[src/rtl/rf_wport_arbiter.sv]
// rf_wport_arbiter
//
// Shares the single GPR write port between the in-order pipeline write-back
// and a small in-order queue of long-latency completions (DIV/MUL/MFC0).
// The pipeline normally wins. It is stalled only when the queue is full,
// and then the queue head is drained instead. A granted pipeline write
// invalidates any queued result for the same register. Those results would
// otherwise land later and overwrite the younger value.
//
// Ports
//   clk        rising-edge clock
//   rst        synchronous active-high reset
//   p_valid    pipeline write-back request
//   p_sel      destination select: 00=p_rt, 01=p_rd, 1x=LINK_REG
//   p_rt/p_rd  candidate pipeline destinations
//   p_data     pipeline write data
//   p_stall    pipeline request refused this cycle (combinational)
//   l_valid    long-latency result offered
//   l_addr     long-latency destination
//   l_data     long-latency data
//   l_ready    queue can take a result (registered state only)
//   rf_we      register-file write enable (registered)
//   rf_waddr   register-file write address (registered)
//   rf_wdata   register-file write data (registered)
//   pq_count   occupied queue slots, squashed slots included

module rf_wport_arbiter #(
    parameter int ADDR_W   = 5,
    parameter int DATA_W   = 32,
    parameter int LINK_REG = 31,
    parameter int PQ_DEPTH = 2,
    localparam int PW      = $clog2(PQ_DEPTH),
    localparam int CW      = $clog2(PQ_DEPTH) + 1
) (
    input  logic              clk,
    input  logic              rst,
    input  logic              p_valid,
    input  logic [1:0]        p_sel,
    input  logic [ADDR_W-1:0] p_rt,
    input  logic [ADDR_W-1:0] p_rd,
    input  logic [DATA_W-1:0] p_data,
    output logic              p_stall,
    input  logic              l_valid,
    input  logic [ADDR_W-1:0] l_addr,
    input  logic [DATA_W-1:0] l_data,
    output logic              l_ready,
    output logic              rf_we,
    output logic [ADDR_W-1:0] rf_waddr,
    output logic [DATA_W-1:0] rf_wdata,
    output logic [CW-1:0]     pq_count
);

    logic [PW-1:0]     wptr;
    logic [PW-1:0]     rptr;
    logic [CW-1:0]     count;
    logic [PQ_DEPTH-1:0] ent_valid;
    logic [ADDR_W-1:0] ent_addr [PQ_DEPTH];
    logic [DATA_W-1:0] ent_data [PQ_DEPTH];

    logic              full;
    logic              empty;
    logic [ADDR_W-1:0] p_dest;
    logic              grant;
    logic              p_write;
    logic              enq;
    logic              deq;

    always_comb begin
        full  = (count == CW'(PQ_DEPTH));
        empty = (count == '0);

        case (p_sel)
            2'b00:   p_dest = p_rt;
            2'b01:   p_dest = p_rd;
            default: p_dest = ADDR_W'(LINK_REG);
        endcase

        // Pipeline has priority unless the queue is full. In that case the
        // head drains, so the stalled request is granted on the next cycle.
        grant   = p_valid && !full;
        p_write = grant && (p_dest != '0);
        deq     = (p_valid && full) || (!p_valid && !empty);

        // Results for r0 are accepted but never stored.
        enq     = l_valid && !full && (l_addr != '0);

        l_ready  = !rst && !full;
        p_stall  = !rst && p_valid && full;
        pq_count = rst ? '0 : count;
    end

    always_ff @(posedge clk) begin
        if (rst) begin
            rf_we     <= 1'b0;
            rf_waddr  <= '0;
            rf_wdata  <= '0;
            wptr      <= '0;
            rptr      <= '0;
            count     <= '0;
            ent_valid <= '0;
        end else begin
            rf_we <= 1'b0;
            if (p_write) begin
                rf_we    <= 1'b1;
                rf_waddr <= p_dest;
                rf_wdata <= p_data;
            end else if (deq && ent_valid[rptr]) begin
                rf_we    <= 1'b1;
                rf_waddr <= ent_addr[rptr];
                rf_wdata <= ent_data[rptr];
            end

            if (deq) begin
                ent_valid[rptr] <= 1'b0;
                rptr            <= rptr + PW'(1);
            end

            // WAW squash of older queued results. The enqueue below comes
            // later in the block, so a same-cycle arrival keeps valid=1.
            for (int i = 0; i < PQ_DEPTH; i++) begin
                if (p_write && (ent_addr[i] == p_dest)) begin
                    ent_valid[i] <= 1'b0;
                end
            end

            if (enq) begin
                ent_valid[wptr] <= 1'b1;
                wptr            <= wptr + PW'(1);
            end

            case ({enq, deq})
                2'b10:   count <= count + CW'(1);
                2'b01:   count <= count - CW'(1);
                default: count <= count;
            endcase
        end
    end

    // Payload storage needs no reset; a slot is only read while its valid
    // bit is set, and that bit is reset above.
    always_ff @(posedge clk) begin
        if (!rst && enq) begin
            ent_addr[wptr] <= l_addr;
            ent_data[wptr] <= l_data;
        end
    end

endmodule

[config.mk]
export PLATFORM = sky130hd
export DESIGN_NAME = rf_wport_arbiter
export DESIGN_NICKNAME = d
export VERILOG_FILES = /design/src/rtl/rf_wport_arbiter.sv
export SDC_FILE = /design/constraint.sdc
export NUM_CORES = 1
export LEC_CHECK = 0
export BUFFER_PORTS_ARGS = -buffer_cell sky130_fd_sc_hd__clkbuf_2
export CORE_ASPECT_RATIO = 0.75
export CORE_MARGIN = 5
export CORE_UTILIZATION = 35
export DETAILED_ROUTE_END_ITERATION = 12
export GPL_TIMING_DRIVEN = 0
export SLEW_MARGIN = 20
export SYNTH_ARGS = -nofsm -noshare
export SYNTH_HDL_FRONTEND = slang
export SYNTH_SLANG_ARGS = --single-unit
[constraint.sdc]
create_clock -name clk -period 5.8 [get_ports clk]
set_input_delay 0.58 -clock clk [delete_from_list [all_inputs] [get_ports clk]]
set_output_delay 0.58 -clock clk [all_outputs]
set_load 0.03 [all_outputs]
== Yosys cells after proc, flatten, opt, wreduce, memory -nomap -nowiden ==
Memory sizes are Yosys's and may differ from the RTL's. A register that Yosys moved wholly into a read port is not among the register bits.
Index checks and enable logic that the tools add are counted.
Storage, ports and cells
  memory bits (writable): 74
  bits in registers: 44
  memories kept: 2
  logic and storage cells: 79
  output and inout bits: 42
Memory list
  ent_data: depth 2, width 32, read ports 1, clocked after Yosys merged registers in 1, wr ports 1, line 58  | logic [DATA_W-1:0] ent_data [PQ_DEPTH];
  ent_addr: depth 2, width 5, read ports 3, clocked after Yosys merged registers in 1, wr ports 1, line 57  | logic [ADDR_W-1:0] ent_addr [PQ_DEPTH];
Operators by class
  reductions and logical operators: 26
  add/subtract/negate cells: 4
  bitwise gates (word level): 3
  equal/unequal tests: 6
  mux-type cells: 27
  magnitude comparators: 4
Operators with widths (number)
  2-to-1 mux 32 bit: 2
  2-to-1 mux 1 bit: 16
  logical AND 1 bit: 15
  equality test 5 bit: 2
  2-to-1 mux 5 bit: 2
  case mux 5 bit (2 select lines): 1
  nonzero test 5 bit: 2
  2-to-1 mux 2 bit: 3
  equality test 2 x 1 -> 1 bit (second input constant): 2
  equality test 2 bit (second input constant): 2
  logical NOT 1 bit: 4
  logical NOT 2 bit: 2
  less-than comparator 1 x 2 -> 1 bit (second input constant): 2
  case mux 2 bit (2 select lines): 1
  nonzero test 2 bit: 2
  adder 1 bit (second input constant): 2
  adder 2 x 1 -> 2 bit (second input constant): 1
  AND 2 bit: 1
  demux 1 bit (select 1 bit): 2
  greater-or-equal comparator 1 bit (second input constant): 2
  inverter 2 bit: 1
  bitwise OR 2 bit: 1
  subtractor 2 x 1 -> 2 bit (second input constant): 1
  logical OR 1 bit: 1

== Depth between registers and ports, before layout ==
  word-level depth: 11
  depth in mapped cells: 8

== Least setup slack after synthesis ==
OpenSTA, ideal clock, no wires.
  path type: input -> register
  from: in rst
  to: mem ent_addr[0][0] (enable)
  library setup time: 0.433 ns
  buffers on the path: 0
  stages: 4
  data arrival time: 2.709 ns
  slack: 2.658 ns
  path through: inv_1 and2_1 nand3_1 nor2_1
On the way
  cells in the longest elaborated chain, start to end: 4
RTL lines
  from (decl): line 36  | input logic rst,
  logical NOT 1 bit: line 142  | if (!rst && enq) begin
  logical AND 1 bit: line 142
  2-to-1 mux 1 bit: line 142
  2-to-1 mux 1 bit (not written as such): line 143  | ent_addr[wptr] <= l_addr;
  to (decl): line 57
No other way between the ends.

== Final worst setup path ==
  from: reg count[0]
  to: mem ent_addr[0][1] (enable)
On the way
  cells in the longest elaborated chain, start to end: 7
RTL lines
  from (decl): line 55  | logic [CW-1:0] count;
  from (signal assigned): line 132  | 2'b10: count <= count + CW'(1);
  from (signal assigned): line 133  | 2'b01: count <= count - CW'(1);
  from (signal assigned): line 134  | default: count <= count;
  equality test 2 bit: line 69  | full = (count == CW'(PQ_DEPTH));
  logical NOT 1 bit: line 85  | enq = l_valid && !full && (l_addr != '0);
  logical AND 1 bit (2 in series): line 85
  logical AND 1 bit: line 142
  2-to-1 mux 1 bit: line 142
  2-to-1 mux 1 bit (not written as such): line 143
No other way between the ends.

==> flow_summary.json <==
{
  "outcome": "finished clean",
  "cp-start-kind": "flip-flop",
  "power_density_nw_per_um2": 443,
  "layout_setup_ws_ns": 3.65,
  "setup_violations_final": 0,
  "placement.setup.worst_slack_ns": 3.42,
  "critical_path.endpoint_type": "flip-flop",
  "die_width_um": 146,
  "slew_headroom": 0.553,
  "wl_per_cell_um": 17.2,
  "synth.ff_latch_count": 119,
  "ys_seq_area_frac": 0.642,
  "fp.dieArea_um2": 16400,
  "regToRegSetupSlack_ns": 3.65,
  "worstSetupPathType": "reg2reg",
  "drc_errors": 0,
  "reg2reg_to": "ent_addr[0][1]$_DFFE_PP_",
  "timing.reg2reg.worst_path_depth": 6,
  "tns_ns": 0,
  "clk_latency_ns": 0.41,
  "grt_first_pass_wirelength_mm": 20.0,
  "tritoncts": "done",
  "initial_utilization": 0.356,
  "fin_worst_skew_ns": 0.00665,
  "first_global_vias": 3813,
  "finish.net_count": 629,
  "synthDominantAreaCellType": "sky130_fd_sc_hd__edfxtp_1",
  "timing.final.crit_share": 0.370,
  "layout-drive-gt1-share": 0.326,
  "p_leak_nw": 2.44,
  "crit_arrival_ns": 2.25,
  "cts_sinks": 119,
  "worst-slew-pin-transition_ns": 0.669,
  "track_usage": 0.158,
  "post-route-util": 0.467,
  "count_of_warnings_emitted_by_yosys": 0,
  "cts.repair_timing.setup_buffer_count": 0,
  "rows": 37,
  "syn_nets": 483,
  "ys_types": 37,
  "grt_antenna_before_repair": 0,
  "clkTransAtPathRegs_ns": 0.06,
  "gp_congestion": 0.763,
  "timing.hold.worst_endpoint": "ent_data[1][3]$_DFFE_PP_",
  "highest_fanout_seen_on_the_critical_path": 20,
  "multi_input_comb_area_um2": 1610,
  "synth_enable_flop_cells": 74,
  "drv.max_cap_violation_count": 0,
  "worstHoldPathCells": 1,
  "core_area_um2": 13700,
  "reg2reg_from": "count[0]$_SDFFE_PP0P_",
  "drt-pass1-iter-count": 4,
  "synth_ff_type": "sky130_fd_sc_hd__edfxtp_1",
  "synthesis.instances": 397,
  "dieHeight_um": 112,
  "final_hold_vio_count": 0,
  "async_reset_ff_frac": 0,
  "synth.cell_area_um2": 4860,
  "layout_min_cycle_time_ns": 2.15,
  "postCtsHoldBufs": 0,
  "synth.area.top_cells": "sky130_fd_sc_hd__edfxtp_1 46%, sky130_fd_sc_hd__dfxtp_1 19%, sky130_fd_sc_hd__mux2i_1 7.8%, sky130_fd_sc_hd__nand2_1 5.6%, sky130_fd_sc_hd__o211ai_1 5.6%",
  "yosys.area.top_type_share": 0.457,
  "num_vias": 3581,
  "grt_overflow": 0,
  "mostFrequentLayoutCell": "sky130_fd_sc_hd__clkbuf_2",
  "antenna_cells": 0,
  "port_buffers": 125,
  "worstHoldStart": "l_data[3]",
  "clock_buffers_created_by_tritoncts": 17,
  "pin_count_of_the_biggest_net_entering_global_routing": 25,
  "design_power_total_w": 0.00283,
  "worst-endpoint-required_ns": 5.91,
  "first_iter_violations": 216,
  "post_detailed_placement_half_perimeter_wirelength_mm": 9.26,
  "holdCritPathClass": "in2reg",
  "vdd.ir_drop.worst_mv": 0.227,
  "route.final.wire_length_mm": 12.6,
  "clockBufferDepth": 2,
  "cts-root-buf": "sky130_fd_sc_hd__clkbuf_16",
  "io_pins": 127,
  "nFillCells": 1279,
  "drt-vias-per-instance": 4.90,
  "cts_max_level": 4,
  "drt.antenna.violating_nets": 0,
  "post_cts.resized_instances": 0,
  "max_freq_ghz": 0.465,
  "regArea_um2": 3120,
  "hold_ws_ns": 0.361,
  "final-max-slew-violation-count": 0,
  "syn2layout_area_growth_pct": 31.1,
  "avgSynthCellArea_um2": 12.2,
  "layout_common_cells": "125 x sky130_fd_sc_hd__clkbuf_2, 74 x sky130_fd_sc_hd__edfxtp_1, 72 x sky130_fd_sc_hd__nand2_1, 45 x sky130_fd_sc_hd__dfxtp_1, 41 x sky130_fd_sc_hd__a21oi_1",
  "grt_setup_unrepaired": "false"
}
[area by class of cell]
type / count / area share
multi-input combinational: 251 / 0.252
inverter: 1 / 0.000589
buffer: 26 / 0.0212
timing repair buffer: 127 / 0.106
sequential: 119 / 0.490
clock inverter: 8 / 0.0188
tap: 175 / 0.0344
clock buffer: 24 / 0.0771
[critical path, stage by stage (launching register included)]
cell and delay [ns]:
sky130_fd_sc_hd__dfxtp_1 0.30, sky130_fd_sc_hd__buf_2 0.17, sky130_fd_sc_hd__nand2b_1 0.19, sky130_fd_sc_hd__and2_1 0.21, sky130_fd_sc_hd__nand3_1 0.17, sky130_fd_sc_hd__nor2_4 0.56
sky130_fd_sc_hd__buf_16 0.25
[cell usage after synthesis (all sizes together), types with 5 or more instances]
| cell type | instances |
|---|---|
| mux2i | 38 |
| dfxtp | 45 |
| edfxtp | 74 |
| a211oi | 5 |
| clkbuf | 9 |
| nand2 | 72 |
| buf | 17 |
| nor2b | 6 |
| a21oi | 41 |
| xor2 | 7 |
| nor2 | 10 |
| xnor2 | 7 |
| o211ai | 36 |
[per-stage QoR]
step	instance area [um2]	cells
finish	6370	731
detailed placement	5760	699
global route	6370	731
global placement	5710	697
CTS	6370	731
floorplan	4860	397
[worst max path at each step]
| stage | from | to | slack (ns) |
|---|---|---|---|
| 3_5_place_dp | p_valid | rf_wdata[1]$_SDFFE_PP0P_ | 3.42 |
| 6_report | count[0]$_SDFFE_PP0P_ | ent_addr[0][1]$_DFFE_PP_ | 3.65 |
| 3_3_place_gp | rst | ent_valid[0]$_SDFF_PP0_ | 1.61 |
| 5_1_grt | count[0]$_SDFFE_PP0P_ | rf_wdata[2]$_SDFFE_PP0P_ | 3.44 |
| 4_1_cts | count[0]$_SDFFE_PP0P_ | rf_wdata[2]$_SDFFE_PP0P_ | 3.61 |
| 2_1_floorplan | rst | ent_addr[0][0]$_DFFE_PP_ | 2.66 |
[metal layers]
layer,track usage,part of all wire,up-vias
met5,0,0,-
li1,-,-,1747
met2,0.242,0.44,110
met4,0.0482,0.011,0
met1,0.210,0.48,1709
met3,0.0605,0.072,15
[sequential cells by signal, indices dropped and copies added (netlist names), named ones only]
register   count
rf_waddr       5
count          2
ent_valid      2
rf_we          1
rf_wdata      32
ent_data      64
ent_addr      10
wptr           1
rptr           1
[cells by family after synthesis]
| family | synth area share |
|---|---|
| flip-flops | 0.642 |
| AND/OR/NAND/NOR | 0.0970 |
| AO/OA/AOI/OAI | 0.126 |
| multiplexers | 0.0782 |
| buffers and inverters | 0.0286 |
| XOR/XNOR | 0.0252 |
| adder cells (fa/ha/maj) | 0.00257 |
[power breakdown]
group	total, W	switching, W	internal [W]
clock network	0.00108	0.000360	0.000719
registers	0.00106	0.0000458	0.00101
logic	0.000689	0.000440	0.000249
No activity file was read; power rests on OpenSTA's default activity.
